File: src/rtl/bcd_updown_counter_pkg.sv
// Shared BCD digit constants, digit type and nibble validity helper.
// Imported by the digit slice and by the counter top.
package bcd_pkg;

    localparam int BCD_DIGIT_W = 4;

    typedef logic [BCD_DIGIT_W-1:0] bcd_digit_t;

    localparam bcd_digit_t BCD_MAX = 4'd9;
    localparam bcd_digit_t BCD_MIN = 4'd0;

    function automatic logic is_bcd(input bcd_digit_t nibble);
        return nibble <= BCD_MAX;
    endfunction

endpackage

File: src/rtl/bcd_updown_counter_digit.sv
// One decimal digit register: clear > load > step, with wrap at 9/0 inside the digit.
// Latency: one clock per update. Backpressure: none, steps whenever step_in is high.
module bcd_digit
    import bcd_pkg::*;
(
    input  logic       clk,
    input  logic       reset_n,
    input  logic       clear,
    input  logic       load,
    input  bcd_digit_t load_dat,
    input  logic       step_in,
    input  logic       up_dn,
    output bcd_digit_t digit,
    output logic       at_max,
    output logic       at_min
);

    bcd_digit_t digit_q;
    bcd_digit_t digit_d;

    always_comb begin
        digit_d = digit_q;
        if (clear) begin
            digit_d = BCD_MIN;
        end else if (load) begin
            digit_d = load_dat;
        end else if (step_in) begin
            if (up_dn) begin
                digit_d = (digit_q >= BCD_MAX) ? BCD_MIN : digit_q + 4'd1;
            end else begin
                digit_d = (digit_q == BCD_MIN) ? BCD_MAX : digit_q - 4'd1;
            end
        end
    end

    always_ff @(posedge clk or negedge reset_n) begin
        if (!reset_n) begin
            digit_q <= BCD_MIN;
        end else begin
            digit_q <= digit_d;
        end
    end

    assign digit  = digit_q;
    assign at_max = (digit_q == BCD_MAX);
    assign at_min = (digit_q == BCD_MIN);

endmodule

File: src/rtl/bcd_updown_counter.sv
// Multi-digit BCD up/down counter with clear, validated load, wrap/saturate and carry chain.
// Latency: count and pulses update one clock after the sampled edge; carry_out is zero-latency.
// Backpressure: none; enable is the only flow control and carry_out feeds a downstream enable.
module bcd_updown_counter
    import bcd_pkg::*;
#(
    parameter int NUM_DIGITS = 4,
    parameter bit SATURATE   = 1'b0
) (
    input  logic                    clk,
    input  logic                    reset_n,
    input  logic                    clear,
    input  logic                    load,
    input  logic [4*NUM_DIGITS-1:0] load_value,
    input  logic                    enable,
    input  logic                    up_dn,
    output logic [4*NUM_DIGITS-1:0] count,
    output logic                    carry_out,
    output logic                    limit_hit,
    output logic                    load_err
);

    logic [NUM_DIGITS:0]   chain;
    logic [NUM_DIGITS-1:0] step;
    logic [NUM_DIGITS-1:0] at_max;
    logic [NUM_DIGITS-1:0] at_min;
    bcd_digit_t            digits [NUM_DIGITS];

    logic load_ok;
    logic load_acc;
    logic at_limit;
    logic hold;

    logic limit_hit_q, limit_hit_d;
    logic load_err_q,  load_err_d;

    always_comb begin
        load_ok = 1'b1;
        for (int i = 0; i < NUM_DIGITS; i++) begin
            if (!is_bcd(load_value[4*i +: 4])) begin
                load_ok = 1'b0;
            end
        end
    end

    // A rejected load still outranks enable, so the step chain is gated by load, not load_acc.
    assign chain[0] = enable & ~clear & ~load;

    genvar g;
    generate
        for (g = 0; g < NUM_DIGITS; g++) begin : g_digit
            assign chain[g+1] = chain[g] & (up_dn ? at_max[g] : at_min[g]);
            assign step[g]    = chain[g] & ~hold;

            bcd_digit u_digit (
                .clk      (clk),
                .reset_n  (reset_n),
                .clear    (clear),
                .load     (load_acc),
                .load_dat (load_value[4*g +: 4]),
                .step_in  (step[g]),
                .up_dn    (up_dn),
                .digit    (digits[g]),
                .at_max   (at_max[g]),
                .at_min   (at_min[g])
            );

            assign count[4*g +: 4] = digits[g];
        end
    endgenerate

    assign at_limit  = chain[NUM_DIGITS];
    assign hold      = SATURATE && at_limit;
    assign load_acc  = load & load_ok;
    assign carry_out = at_limit;

    always_comb begin
        limit_hit_d = at_limit;
        load_err_d  = ~clear & load & ~load_ok;
    end

    always_ff @(posedge clk or negedge reset_n) begin
        if (!reset_n) begin
            limit_hit_q <= 1'b0;
            load_err_q  <= 1'b0;
        end else begin
            limit_hit_q <= limit_hit_d;
            load_err_q  <= load_err_d;
        end
    end

    assign limit_hit = limit_hit_q;
    assign load_err  = load_err_q;

endmodule

File: config.mk
export PLATFORM = sky130hd
export DESIGN_NAME = bcd_updown_counter
export DESIGN_NICKNAME = d
export VERILOG_FILES = /design/src/rtl/bcd_updown_counter_pkg.sv /design/src/rtl/bcd_updown_counter_digit.sv /design/src/rtl/bcd_updown_counter.sv
export SDC_FILE = /design/constraint.sdc
export NUM_CORES = 1
export LEC_CHECK = 0
export ABC_CLOCK_PERIOD_IN_PS = 1930
export BUFFER_PORTS_ARGS = -buffer_cell sky130_fd_sc_hd__buf_2
export CELL_PAD_IN_SITES_DETAIL_PLACEMENT = 0
export CELL_PAD_IN_SITES_GLOBAL_PLACEMENT = 1
export CORE_MARGIN = 4
export CORE_UTILIZATION = 37
export CTS_BUF_LIST = sky130_fd_sc_hd__clkbuf_8
export DETAILED_ROUTE_END_ITERATION = 12
export HOLD_SLACK_MARGIN = 0.03
export PLACE_DENSITY = 0.84
export SYNTH_ARGS = -nofsm -noshare
export SYNTH_HDL_FRONTEND = slang
export SYNTH_SLANG_ARGS = --single-unit
File: constraint.sdc
create_clock -name clk -period 1.93 [get_ports clk]
set_clock_uncertainty 0.05 [all_clocks]
set_input_delay 0.2895 -clock clk [delete_from_list [all_inputs] [get_ports clk]]
set_output_delay 0.2895 -clock clk [all_outputs]
set_load 0.02 [all_outputs]
[Word-level counts from Yosys, hierarchy flattened]
Index checks and enable logic that the tools add are counted.
Storage, ports and cells
  input port bits: 22
  register bits: 18
  output and inout port bits: 19
  logic and storage cells: 78
Cells by class
  add/sub/neg operators: 8
  $lt $le $gt $ge: 8
  equality and inequality tests: 4
  mux-type cells: 32
  bitwise gates (word level): 12
  reduce and logical (&&, ||, !) cells: 8
Operators by type and width (count)
  $mux 4: 24
  $add 4x1->4 const B: 4
  $eq 4x4->1 const B: 4
  $ge 4x4->1 const B: 4
  $le 4x4->1 const B: 4
  $logic_not 4->1: 4
  $sub 4x1->4 const B: 4
  $reduce_bool 3->1: 4
  $and 1x1->1: 9
  $mux 1: 8
  $not 1->1: 3

[Depth between registers and ports, before layout]
Gate-level depths: netlist of the first run.
  word-level depth: 9
  depth in mapped cells: 7
  depth with buffers taken out: 7

[Hierarchy]
A second synthesis of the first run with hierarchy kept.
Unflattened totals
  cells, all modules: 233
  area, all modules: 2009.4 um^2
By module, submodules not included
  bcd_digit: cells an instance 53, instances 4, area each 454.2 um^2, seq. area each 100.1 um^2
  bcd_updown_counter: cells an instance 21, instances 1, area each 192.7 um^2, seq. area each 50.0 um^2

[Worst setup path after synthesis of the first run]
No wires, ideal clock.
  path kind: register to output
  from: register g_digit[2].u_digit.digit_q[0]
  to: output port carry_out
  arrival: 2000 ps
  required time: 1590 ps
  slack: -410 ps
  cell stages (with the launch flop): 8
  cell sequence: dfrtp_1 inv_1 ha_1 nand2b_1 o21a_1 nor4b_1 o211ai_1 nor3_1
On the way
  word-level cells in the longest chain between the ends: 4
  elaborated cells on any way between the ends: 5
RTL lines
  from (decl): line bcd_updown_counter_digit.sv:18  | bcd_digit_t digit_q;
  from (signal assigned): line bcd_updown_counter_digit.sv:40  | digit_q <= digit_d;
  $eq 4x4->1 or $logic_not 4->1 (tied branches): line bcd_updown_counter_digit.sv:45, bcd_updown_counter_digit.sv:46
  $mux 1 (*): line bcd_updown_counter.sv:52  | assign chain[g+1] = chain[g] & (up_dn ? at_max[g] : at_min[g]);
  $and 1x1->1 (*) (2 in series): line bcd_updown_counter.sv:52
  to (decl): line bcd_updown_counter.sv:18  | output logic carry_out,
Every way passes the cells marked *; elsewhere a longest branch is shown, timed or not.

[Final worst setup path of the first run]
  from: register g_digit[2].u_digit.digit_q[1]
  to: output port carry_out
Same word-level chain as after synthesis.

==> flow_metrics.tcl, run 1 <==
set metrics [dict create \
    final_common_cell "buf_4" \
    status "finished with violations" \
    insertion_delay_ps 260 \
    die_w_um 78.67 \
    tightestPinTransition_ps 447.1 \
    rows 25 \
    drt_wl_total_um 5226 \
    worstSetupPathDepth 8 \
    rsz0062_at_grt "true" \
    clk_pin_slew_ps 80 \
    power_density_nw_per_um2 487.0 \
    synth_cell_types 52 \
    grt.overflow.total 0 \
    reg2reg_slack_ps -30 \
    core_area_um2 4786 \
    r2r_start "g_digit[0].u_digit.digit[1]" \
    ys.warnings.count 0 \
    h-tree-depth 1 \
    synth-edff-count 0 \
    fmax_mhz 450.6 \
    initialDrtViolationCount 150 \
    grt_pass1_vias 2008 \
    layout_setup_ws_ps -289.5 \
    seq_area_frac_synth_pct 24.37 \
    n_antenna_cell 0 \
    setup_viol 5 \
    violations "negative setup slack" \
    cp_slowest_cell "dfrtp_2" \
    cp_cell_sequence "inv_2, ha_1, nand2b_1, o21a_2, nor4b_2, o211ai_1, nor3_2, buf_4" \
    critPathLaunchType "flop" \
    rr_worst_depth 8 \
    tritoncts "done" \
    grt_pass1_wl_um 9045 \
    drc 0 \
    grt_max_degree 21 \
    cp_max_fo 4 \
    required_ps 1590 \
    synth_nets 268 \
    synth-async-reset-ratio_pct 100.0 \
    final_util_pct 54.41 \
    dpl.hpwl_um 4051 \
    power_mw 1.268 \
    critPathTopFamily "simple AND/OR/NAND/NOR gates" \
    antenna_found_initial 0 \
    dieArea_um2 6189 \
    synth_ff_type "dfrtp_1" \
    cp_num_buf_inv 2 \
    syn_avg_cell_area_um2 8.035 \
    hold_path_class "in -> reg" \
    cts_num_sinks 18 \
    syn_area_um2 1848 \
    via_per_inst 5.458 \
    seq_area_um2 456.7 \
    start_util_pct 38.61 \
    cts.root.buffer_cell "clkbuf_8" \
    io_pins 41 \
    crit_start "g_digit[2].u_digit.digit[1]" \
    dr.pass1.iters 4 \
    fillers 469 \
    cp.arrival_ps 1880 \
    wl_per_cell_um 14.01 \
    layout-drive-gt1-share_pct 40.20 \
    p_leak_nw 1.183 \
    maxSlewHeadroom_pct 70.20 \
    slowest_delay_ps 410 \
    gp_congestion 0.8980 \
    r2r_end "g_digit[3].u_digit.digit[0]" \
    period_minus_slack_ps 2220 \
    cts_buffers 3 \
    final_nets 345 \
    hold_violations 0 \
    die_h_um 78.67 \
    cts_buffer_depth 2 \
    syn_inst 230 \
    setup.worst_path.class "reg -> out" \
    io_buffers 40 \
    fin_crit_sh_pct 115.0 \
    multi_input_area_um2 1393 \
    ys_seq_elements 18 \
    track_usage_pct 17.72 \
    endpoint_kind "primary output" \
    vias 2036 \
    drv_cap 0 \
    peakVddDrop_mv 0.2398 \
    area_growth_pct 40.89 \
    final_cell_mix "43 x buf_4, 39 x buf_2, 20 x nand2_1" \
    drv_slew 0 \
    antenna_left 0 \
    cp-endpoint "carry_out" \
]
[cell type report]
type                       count  area share (%)
tap                           67           3.220
multi-input combinational    186           53.48
inverter                      12           1.730
sequential                    18           17.54
timing repair buffer          86           21.91
clock buffer                   4           2.114
[report_power, final]
group | switching, mW | leakage, nW | internal [mW]
Clock | 0.143 | 0.0288 | 0.182
Combinational | 0.269 | 0.917 | 0.248
Sequential | 0.0279 | 0.238 | 0.399
Total | 0.440 | 1.18 | 0.828
[Yosys cell counts, types with 2 or more instances]
cell type  instances  share of area (%)
nand2_1           20                4.1
a31oi_1            7                2.4
o21bai_1           4                1.6
inv_1             10                2.0
o22ai_1            6                2.0
a311oi_1           6                2.8
nor4b_1            2               0.95
nor3b_1            3                1.2
nand3_1            8                2.2
clkbuf_1           6                1.2
or4_1              2               0.81
and4b_1            2                1.1
nand2b_1          16                5.4
dfrtp_1           18                 24
nor2b_1            4                1.4
o21a_1             5                2.0
a21oi_1           10                2.7
inv_2              2               0.41
o211ai_1           5                2.0
ha_1              16                 11
o31ai_1            3                1.2
nor3_1             6                1.6
nor2_1            16                3.2
buf_2              6                1.6
o21ai_0           19                5.1
o21ai_1            2               0.54
[through the flow]
step | setup TNS (ps) | instance area (µm²) | hold WS, ps | instances | worst slack (ps)
floorplan | -76.75 | 1897 | -56.09 | 230 | -76.75
global placement | -9.541 | 2445 | 203.6 | 366 | -9.541
detailed placement | -53.36 | 2445 | 214.8 | 366 | -53.36
CTS | -495.0 | 2530 | 221.9 | 373 | -329.3
global route | -1196 | 2604 | 239.1 | 373 | -432.9
finish | -352.0 | 2604 | 222.6 | 373 | -289.5
[sequential cells by signal (all words and copies together) (netlist names)]
signal,flops
g_digit.u_digit.digit,16
limit_hit,1
load_err,1
[how the worst min path moves through the flow]
stage	end	startpoint	cells after the start	slack (ps)
6_report	g_digit[1].u_digit.digit[0]	load_value[4]	3	220
3_5_place_dp	g_digit[2].u_digit.digit[3]	reset_n	1	210
2_1_floorplan	g_digit[0].u_digit.digit[0]	reset_n	0	-60
4_1_cts	g_digit[1].u_digit.digit[0]	load_value[4]	3	220
3_3_place_gp	g_digit[2].u_digit.digit[1]	reset_n	1	200
5_1_grt	g_digit[0].u_digit.digit[3]	load_value[3]	3	240
[tightest hold or removal path, delay by kind of cell]
kind / cells / cell delay (ps)
AOI/OAI and AO/OA: 1 / 50
buffers and inverters: 1 / 100
and+or+nand+nor: 1 / 50
[what timing repair did]
item | 4_1_cts | 5_1_grt
gates cloned | 0 | 0
hold endpoints to repair | 18 | 0
buffers inserted | 2 | 0
hold buffers | 1 | 0
resized for setup | 2 | 18
endpoints found under the setup margin | 3 | 15
pin swaps | 6 | 10
[cells by family after synthesis]
| family | after synthesis | synth area share, % |
|---|---|---|
| flops | 18 | 24.37 |
| mux | 1 | 0.5417 |
| buf+inv | 26 | 6.094 |
| fa+ha+maj | 16 | 10.83 |
| compound gates | 80 | 30.13 |
| simple gates | 89 | 28.03 |
[layer usage]
metal | GRT usage [%] | vias up | part of all wire (%)
li1 | - | 1014 | -
met1 | 24.65 | 952 | 48
met2 | 27.59 | 60 | 45
met3 | 2.752 | 10 | 5.1
met4 | 6.294 | 0 | 1.7
met5 | 0 | - | 0
No activity file was read; power rests on OpenSTA's default activity.
==> inputs of run 2 (changes only) <==
Settings changed: CORE_ASPECT_RATIO set to 0.75, CORE_UTILIZATION 37 to 36, CTS_BUF_LIST sky130_fd_sc_hd__clkbuf_8 to not set, PLACE_DENSITY 0.84 to 0.82.
==> run 2 against run 1 <==
- non-clock buffer count is 4 lower
- clock power rose by 6.2%
- critical endpoint unchanged
- count of clock-buffer cells in the layout unchanged
- maximum frequency fell by 0.33%
- critical path depth unchanged
- the run still ends with negative setup slack left
- setup slack lost 7.3 ps
- via count down 2.8%
- sequential cell count stayed put
- highest routed layer unchanged
- combinational power is 5.4% lower
- register-to-register slack got worse by 100 ps
- global-route usage decreased by 0.31 points
==> flow_metrics.tcl, run 2 (synthesis results as in run 1) <==
set metrics [dict create \
    gp_congestion 0.8573 \
    grt_pass1_vias 1843 \
    initialDrtViolationCount 105 \
    fillers 465 \
    antenna_found_initial 0 \
    whs_path_depth 3 \
    violations "negative setup slack" \
    power_density_nw_per_um2 500.4 \
    hp-start "load_value[4]" \
    rsz0062_at_grt "true" \
    io_buffers 40 \
    cp_slowest_cell "dfrtp_2" \
    cts_buffer_depth 2 \
    period_minus_slack_ps 2227 \
    rows 22 \
    p_int_uw 807.9 \
    pwr-share-seq_pct 33.9 \
    reg2reg_slack_ps -130 \
    pwr-share-comb_pct 38.8 \
    fin_crit_sh_pct 115.4 \
    vias 1978 \
    final_nets 341 \
    die_w_um 90.73 \
    io_pins 41 \
    tightestPinTransition_ps 479.8 \
    cts_num_sinks 18 \
    drv_cap 0 \
    final_cell_mix "40 x buf_4, 39 x buf_2, 20 x nand2_1" \
    hold_end "g_digit[1].u_digit.digit[0]" \
    clk_pin_slew_ps 80 \
    start_util_pct 37.51 \
    maxSlewHeadroom_pct 68.01 \
    switching_share_pct 35.99 \
    drt_wl_total_um 5637 \
    drc 0 \
    fmax_mhz 449.1 \
    track_usage_pct 17.41 \
    clkPwrFrac_pct 27.3 \
    core_area_um2 4927 \
    final_util_pct 51.19 \
    dpl.hpwl_um 4264 \
    tritoncts "done" \
    cts_buffers 3 \
    slowest_delay_ps 420 \
    critPathLaunchType "flop" \
    cp_max_fo 3 \
    n_antenna_cell 0 \
    cp.arrival_ps 1890 \
    die_h_um 70.05 \
    r2r_start "g_digit[0].u_digit.digit[1]" \
    power_mw 1.262 \
    grt.overflow.total 0 \
    setup.worst_path.class "reg -> out" \
    area_growth_pct 36.49 \
    status "finished with violations" \
    setup_viol 7 \
    peakVddDrop_mv 0.2543 \
    multi_input_area_um2 1363 \
    dr.pass1.iters 4 \
    cts.root.buffer_cell "clkbuf_8" \
    tns_ps -647.8 \
    grt_pass1_wl_um 9163 \
    required_ps 1590 \
    hold_violations 0 \
    drv_slew 0 \
    antenna_left 0 \
    rr_worst_depth 8 \
    h-tree-depth 1 \
    switchingPower_uw 454.2 \
    grt_max_degree 21 \
    via_per_inst 5.464 \
    largest_reg_flops 16 \
    place_ws_ps -59.41 \
    final_common_cell "buf_4" \
    layout_setup_ws_ps -296.8 \
    hold_path_class "in -> reg" \
    r2r_end "g_digit[3].u_digit.digit[3]" \
    insertion_delay_ps 270 \
    dieArea_um2 6356 \
    layout-drive-gt1-share_pct 37.42 \
    holdWs_ps 192.7 \
    wl_per_cell_um 15.57 \
    endpoint_kind "primary output" \
    seq_area_um2 456.7 \
    p_leak_nw 1.156 \
    cp_cell_sequence "inv_2, ha_4, nand2b_1, o21a_1, nor4b_2, o211ai_1, nor3_2, buf_4" \
]
==> run 2: layer usage <==
metal	track usage, %	wire length [µm]
met3	3.445	356
met4	1.698	22
met1	25.00	2770
met5	0	0
met2	27.86	2487
==> run 2: worst max path at each step <==
stage / start / endpoint / depth (start not counted)
floorplan: g_digit[2].u_digit.digit[0] / carry_out / 7
global placement: g_digit[2].u_digit.digit[0] / carry_out / 8
detailed placement: g_digit[0].u_digit.digit[0] / g_digit[3].u_digit.digit[3] / 7
CTS: g_digit[2].u_digit.digit[1] / carry_out / 8
global route: g_digit[2].u_digit.digit[1] / carry_out / 8
finish: g_digit[2].u_digit.digit[0] / carry_out / 8
==> run 2: cell type report <==
type	instances	area share, %
Clock buffer	4	2.183
Inverter	12	1.786
Timing Repair Buffer	82	20.93
Sequential cell	18	18.11
Tap cell	60	2.976
Multi-Input combinational cell	186	54.02
==> run 2: what timing repair did <==
action,in CTS,in global routing
cloned,0,0
setup endpoints to repair,5,13
buffers inserted,0,3
pin swaps,1,6
hold buffers,1,0
endpoints found under the hold margin,18,0
gates resized for setup,1,13
==> run 2: metrics by stage <==
| stage | instances | area (µm²) |
|---|---|---|
| final | 362 | 2522 |
| after global routing | 362 | 2522 |
| after CTS | 359 | 2454 |
| after detailed placement | 354 | 2386 |
| after global placement | 354 | 2386 |
| after floorplan | 230 | 1897 |
==> run 2: power groups by stage <==
stage	Combinational, mW	Sequential [mW]	Clock (mW)
after detailed placement	0.465	0.435	0
after floorplan	0.254	0.460	0
after global routing	0.540	0.431	0.364
after CTS	0.469	0.427	0.350
final	0.489	0.428	0.345
after global placement	0.460	0.434	0
==> run 2: critical path, delay by kind of cell (launching register included) <==
kind	cells	cell delay, ps
compound gates	2	370
fa+ha+maj	1	130
buf+inv	2	250
flops	1	420
simple gates	3	440
